[src/rtl/hazard_scoreboard.sv]
// hazard_scoreboard: per-register scoreboard hazard unit with flush sequencer, outstanding limit and stall watchdog.
// Define HAZARD_PERF_EN to add the perf_stall_cycles / perf_flush_events counters.
module hazard_scoreboard #(
   parameter int NUM_REGS        = 32,
   parameter int REG_AW          = 5,
   parameter int MAX_OUTSTANDING = 4,
   parameter int FLUSH_CYCLES    = 1,
   parameter int STALL_TIMEOUT   = 255
) (
   input  logic                clk,
   input  logic                rst,
   input  logic                id_valid,
   input  logic [REG_AW-1:0]   id_rs1,
   input  logic [REG_AW-1:0]   id_rs2,
   input  logic [REG_AW-1:0]   id_rd,
   input  logic                id_rd_we,
   input  logic                id_long_op,
   input  logic                wb_valid,
   input  logic [REG_AW-1:0]   wb_rd,
   input  logic                branch_taken,
   input  logic                ex_jump,
   output logic                stall_if,
   output logic                stall_id,
   output logic                flush_if,
   output logic                flush_id,
   output logic [NUM_REGS-1:0] pending_mask,
   output logic [3:0]          outstanding,
   output logic                hang_err
`ifdef HAZARD_PERF_EN
   ,
   output logic [31:0]         perf_stall_cycles,
   output logic [31:0]         perf_flush_events
`endif
);
   logic [2:0] flush_cnt;
   logic [15:0] stall_cnt;
   logic [15:0] stall_next;
   logic redirect, flush_active, raw_hit, waw_hit, full_hit, stall, issue, retire;
   logic [NUM_REGS-1:0] set_mask, clr_mask;
   always_comb begin
      redirect     = ~rst & (branch_taken | ex_jump);
      flush_active = redirect | (~rst & (flush_cnt != 3'd0));
      raw_hit      = (id_rs1 != '0 && pending_mask[id_rs1]) || (id_rs2 != '0 && pending_mask[id_rs2]);
      waw_hit      = id_rd_we && id_rd != '0 && pending_mask[id_rd];
      full_hit     = id_long_op && outstanding == 4'(MAX_OUTSTANDING);
      stall        = ~rst & id_valid & ~flush_active & (raw_hit | waw_hit | full_hit);
      issue        = ~rst & id_valid & ~stall & ~flush_active & id_long_op;
      retire       = wb_valid && outstanding != 4'd0;
      clr_mask     = (wb_valid && wb_rd != '0) ? NUM_REGS'(1) << wb_rd : '0;
      set_mask     = (issue && id_rd_we && id_rd != '0) ? NUM_REGS'(1) << id_rd : '0;
      stall_next   = !stall ? 16'd0 : stall_cnt == 16'(STALL_TIMEOUT) ? stall_cnt : stall_cnt + 16'd1;
   end
   assign stall_id = stall;
   assign stall_if = stall;
   assign flush_if = flush_active;
   assign flush_id = flush_active;
   // set is OR-ed after clear so a new producer keeps ownership of its register
   always_ff @(posedge clk) begin
      if (rst) begin
         pending_mask <= '0;
         outstanding  <= '0;
         flush_cnt    <= '0;
         stall_cnt    <= '0;
         hang_err     <= 1'b0;
      end else begin
         pending_mask <= ((pending_mask & ~clr_mask) | set_mask) & ~NUM_REGS'(1);
         outstanding  <= outstanding + {3'b0, issue} - {3'b0, retire};
         flush_cnt    <= redirect ? 3'(FLUSH_CYCLES - 1) : flush_cnt != 3'd0 ? flush_cnt - 3'd1 : 3'd0;
         stall_cnt    <= stall_next;
         hang_err     <= hang_err | (stall_next == 16'(STALL_TIMEOUT));
      end
   end
`ifdef HAZARD_PERF_EN
   always_ff @(posedge clk) begin
      if (rst) begin
         perf_stall_cycles <= '0;
         perf_flush_events <= '0;
      end else begin
         perf_stall_cycles <= perf_stall_cycles + {31'b0, stall};
         perf_flush_events <= perf_flush_events + {31'b0, redirect};
      end
   end
`endif
endmodule

[config.mk]
export PLATFORM = sky130hd
export DESIGN_NAME = hazard_scoreboard
export DESIGN_NICKNAME = d
export VERILOG_FILES = /design/src/rtl/hazard_scoreboard.sv
export SDC_FILE = /design/constraint.sdc
export NUM_CORES = 1
export LEC_CHECK = 0
export CAP_MARGIN = 20
export CELL_PAD_IN_SITES_DETAIL_PLACEMENT = 1
export CELL_PAD_IN_SITES_GLOBAL_PLACEMENT = 2
export CORE_UTILIZATION = 33
export DETAILED_ROUTE_END_ITERATION = 7
export GPL_TIMING_DRIVEN = 0
export MAX_ROUTING_LAYER = met4
export PLACE_DENSITY = 0.88
export SLEW_MARGIN = 25
export SYNTH_ARGS = -nofsm -noshare
export SYNTH_HDL_FRONTEND = slang
export SYNTH_SLANG_ARGS = --single-unit
[constraint.sdc]
create_clock -name clk -period 8.02 [get_ports clk]
set_input_delay 1.604 -clock clk [delete_from_list [all_inputs] [get_ports clk]]
set_output_delay 1.604 -clock clk [all_outputs]
set_load 0.02 [all_outputs]
==> results summary <==
The fmax came out at 140 MHz. The I/O pin total is 69. The number of library cell types mapped by synthesis came out at 52.

The worst-case clock buffer depth came out at 2. At the pin with the least slew margin, the transition time is 992 ps. The final sum of negative setup slack is 0 ps. The die is 105 µm tall.

Routability-driven placement finished with a final weighted congestion of between 0.8 and 0.9. The worst path uses 89.2% of the clock period. The global-route wire length before repair came out at 17800 µm. The total grt overflow is 0. In this run the most critical hold path is launched from flush_cnt[0].

The top cell type by total area after synthesis is sky130_fd_sc_hd__dfxtp_1. In the synthesized netlist the async set-or-reset flop fraction comes to 0%. The final-report max-slew violation count is 0. The clock tree root buffer cell is sky130_fd_sc_hd__clkbuf_8. Summing the areas of all and, or, nand and nor instances in the mapped netlist gives 24.6% of the synthesized area. TritonCTS built the clock tree. The buffers plus inverters on the worst setup path came out at 7. After detailed routing, the total wire length is 11000 µm. The initial antenna violation count came to 0. Counting cells, the worst reg-to-reg path comes to 13. The synthesized netlist net count is about 440. The layout net count came out at 508. The number of setup buffers added after CTS came out at 0.

The row count came out at 37. The placed wire-length estimate after detailed placement is 8880 µm. The largest fanout of any net on the critical path is 10.

Walking the worst path, the cells encountered are clkdlybuf4s50_1 > clkbuf_1 > mux4_2 > a22oi_1 > o31ai_1 > or4_4 > nor4b_4 > nand2b_1 > buf_4 > buf_6 > inv_1 > buf_4 > clkdlybuf4s50_1. The synthesized area per cell is 8.68 µm². The iteration count of the initial detailed-routing pass is 4. The ratio of cells with drive above 1 in the final layout came out at 7.86%. The flow ran to the end, and the final reports show no timing, DRC or antenna violations. The DRC violation total after the first TritonRoute iteration is approximately 140.

The routed length on met3 is 536 µm. The summed instance area of the synthesized netlist is 3510 µm². The power per unit of standard cell area is 143 nW/µm².

The synthesized netlist devotes 3.50% of its cell area to XOR and XNOR gates. The worst register-to-register path begins at pending_mask[11]. Sequential elements use 31.4% of the synthesized area. For the final database, setup skew stands at 14.1 ps.

The number of I/O port buffers is 59. The maximum number of pins on one net before global-route repair came out at 17. The leakage dissipation is 1.47 nW. The compound-gate portion of the synthesized area came out at 15.1%.

Setup repair after global routing left no endpoint under its margin. The highest layer touched by signal routing is met4. The setup-violating endpoint count in the final report is 0. The number of cells on the worst hold path is 1. The count of final hold-check violations is 0.

After synthesis, the largest family of logic cells by area is simple AND/OR/NAND/NOR gates. In the synthesized netlist the dominant register cell turns out to be sky130_fd_sc_hd__dfxtp_1. The synthesized design contains 0 enable-type register cells. The worst hold path belongs to the class flip-flop to flip-flop.

The post-detailed-route count of antenna-violating nets came out at 0. The cell count after synthesis came out at 404. Headroom to the max-slew limit came out at 33.7%. The length of routed wiring on met1 came out at 4830 µm. Counting instances in the post-synthesis netlist gives the leading cell types as sky130_fd_sc_hd__dfxtp_1 (55), sky130_fd_sc_hd__nor2_1 (38), sky130_fd_sc_hd__nand3_1 (32), sky130_fd_sc_hd__o21ai_0 (32), sky130_fd_sc_hd__nand2_1 (31).

The slowest stage of the critical path is the sky130_fd_sc_hd__nor4b_4 cell. The H-tree was split into 2 levels. The post-placement cell area is 4270 µm².

The met2 wire length is 5500 µm. STA classifies the critical path endpoint as an output pin. The post-synthesis share of cell area spent on full adders, half adders and majority gates came out at under 10%. The worst setup path is launched from an input port. The data required time of the critical path is 6420 ps. The biggest cell delay along the critical path is 620 ps. After routing the design area is 4350 µm². The critical path is of the input port to output pin type. The area of the core is 10300 µm². The number of hold-repair buffers added at the cts stage is 0. For this run, the number of Yosys warnings is 0. Yosys attributes the largest share of cell area to sky130_fd_sc_hd__dfxtp_1 (31%), sky130_fd_sc_hd__mux4_2 (11%), sky130_fd_sc_hd__nand3_1 (4.6%).

Clock latency on the worst-skew pair, taken at its later pin, is 320 ps. The clock period minus final worst setup slack came out at 7150 ps. Clock-pin slew was measured on the worst setup and hold paths at about 90 ps. Multiplexer cells account for 16.0% of the synthesized area.

The max-capacitance violation count came out at 0. Across all register-to-register paths, the minimum setup slack is 4200 ps. The average detailed-routed wire length per instance came out at around 18 µm.

The initial standard-cell utilization of the core is 34.0%. For hold timing, the worst endpoint is flush_cnt[0]. Among cell families on the critical path, the largest total delay comes from buffers and inverters. The residual DRC count came out at 0. sky130_fd_sc_hd__dfxtp_1 is the most common cell in the netlist.

The maximum vdd drop is 0.000103 V. STA puts the critical path data arrival time at 5550 ps. Relative to the synthesized area, the layout overhead comes to 24.1%. The number of vias in the routed layout came out at 3375.

At the end of the flow the core is filled with cells to 42.2%. The portion of synthesized cell area occupied by the leading cell type came out at 31.4%. The capturing point of the worst reg2reg path is outstanding[2]. The number of antenna cells inserted came out at 0. Global routing used 20.9% of the available tracks.

The number of clock sinks is 55. Gates resized during post-CTS repair numbered 0. The via count of the first global-routing pass came out at 3430. The die covers 11000 µm². The number of vias per cell is 5.56. Measured along the x axis, the die boundary spans 105 µm. The number of flip-flops and latches in the synthesized netlist came out at 55. Clock tree synthesis inserted a total of 5 buffers.
==> per-layer routing <==
layer / GRT usage (%) / up-vias
met5: - / -
met4: 5.03 / 0
met3: 3.12 / 12
met2: 36.6 / 87
met1: 25.2 / 1646
li1: - / 1630
==> logic make-up after synthesis <==
kind of cell               Yosys count
and+or+nand+nor                    165
AOI/OAI and AO/OA                   83
DFF                                 55
buffers and inverters               43
muxes                               33
xor gates and xnor gates            14
adders and majority gates           10
other                                1
==> flip-flops by register name (all words and copies together), names as in the netlist <==
name          flops
stall_cnt        16
outstanding       4
flush_cnt         3
pending_mask     31
hang_err          1
==> worst register-to-register path, cell delays in order (launching register included) <==
cell	delay, ps
sky130_fd_sc_hd__dfxtp_1	390
sky130_fd_sc_hd__mux4_1	530
sky130_fd_sc_hd__mux2i_1	150
sky130_fd_sc_hd__o22ai_1	100
sky130_fd_sc_hd__or4_4	530
sky130_fd_sc_hd__nor4b_4	620
sky130_fd_sc_hd__nand3_1	220
sky130_fd_sc_hd__ha_1	320
sky130_fd_sc_hd__inv_1	60
sky130_fd_sc_hd__ha_1	150
sky130_fd_sc_hd__inv_1	60
sky130_fd_sc_hd__fa_1	380
sky130_fd_sc_hd__xor2_1	170
sky130_fd_sc_hd__nor2_1	50
==> placed cells by master, fill, tap and decap left out, types with 5 or more instances in the layout <==
cell / instances
sky130_fd_sc_hd__nor2b_1: 6
sky130_fd_sc_hd__clkbuf_1: 20
sky130_fd_sc_hd__a21oi_1: 7
sky130_fd_sc_hd__a31oi_1: 5
sky130_fd_sc_hd__nor3b_1: 5
sky130_fd_sc_hd__ha_1: 9
sky130_fd_sc_hd__and3_1: 7
sky130_fd_sc_hd__o21ai_0: 32
sky130_fd_sc_hd__nand3_1: 32
sky130_fd_sc_hd__clkbuf_8: 5
sky130_fd_sc_hd__mux2i_1: 12
sky130_fd_sc_hd__xor2_1: 7
sky130_fd_sc_hd__nand2_1: 31
sky130_fd_sc_hd__mux4_2: 17
sky130_fd_sc_hd__nor3_1: 10
sky130_fd_sc_hd__inv_1: 16
sky130_fd_sc_hd__xnor2_1: 7
sky130_fd_sc_hd__dfxtp_1: 55
sky130_fd_sc_hd__nand4_1: 10
sky130_fd_sc_hd__nand2b_1: 7
sky130_fd_sc_hd__o211ai_1: 16
sky130_fd_sc_hd__clkdlybuf4s50_1: 59
sky130_fd_sc_hd__nor2_1: 38
==> stage by stage <==
| stage | setup WS [ps] | cells | hold WS (ps) | total power, mW |
|---|---|---|---|---|
| 2_1_floorplan | 2260 | 404 | 393 | 0.409 |
| 3_3_place_gp | 856 | 599 | 403 | 0.466 |
| 3_5_place_dp | 814 | 599 | 433 | 0.470 |
| 4_1_cts | 811 | 607 | 447 | 0.627 |
| 5_1_grt | 598 | 607 | 472 | 0.657 |
| 6_report | 867 | 607 | 439 | 0.621 |
==> worst max path at each step <==
| stage | startpoint | depth (start not counted) | to |
|---|---|---|---|
| global route | id_rs2[1] | 13 | stall_if |
| detailed placement | id_rs2[1] | 13 | stall_if |
| finish | id_rs2[1] | 13 | stall_if |
| floorplan | id_rs1[0] | 11 | stall_if |
| CTS | id_rs2[1] | 13 | stall_if |
| global placement | id_rs2[1] | 13 | stall_if |
==> area by class of cell <==
type                            count  area (µm²)
Sequential cell                    55        1100
Timing Repair Buffer               59         591
Fill cell                        1233        5970
Clock inverter                      2        12.5
Buffer                             27         133
Multi-Input combinational cell    306        2210
Clock buffer                        6        72.6
Tap cell                          136         170
Inverter                           16        60.1
==> report_power, final <==
group          switching, mW  internal [mW]
clock                 0.0961         0.0614
sequential            0.0103          0.283
combinational         0.0914         0.0785
total                  0.198          0.423
Note: power is estimated with default switching activity, not from simulation.
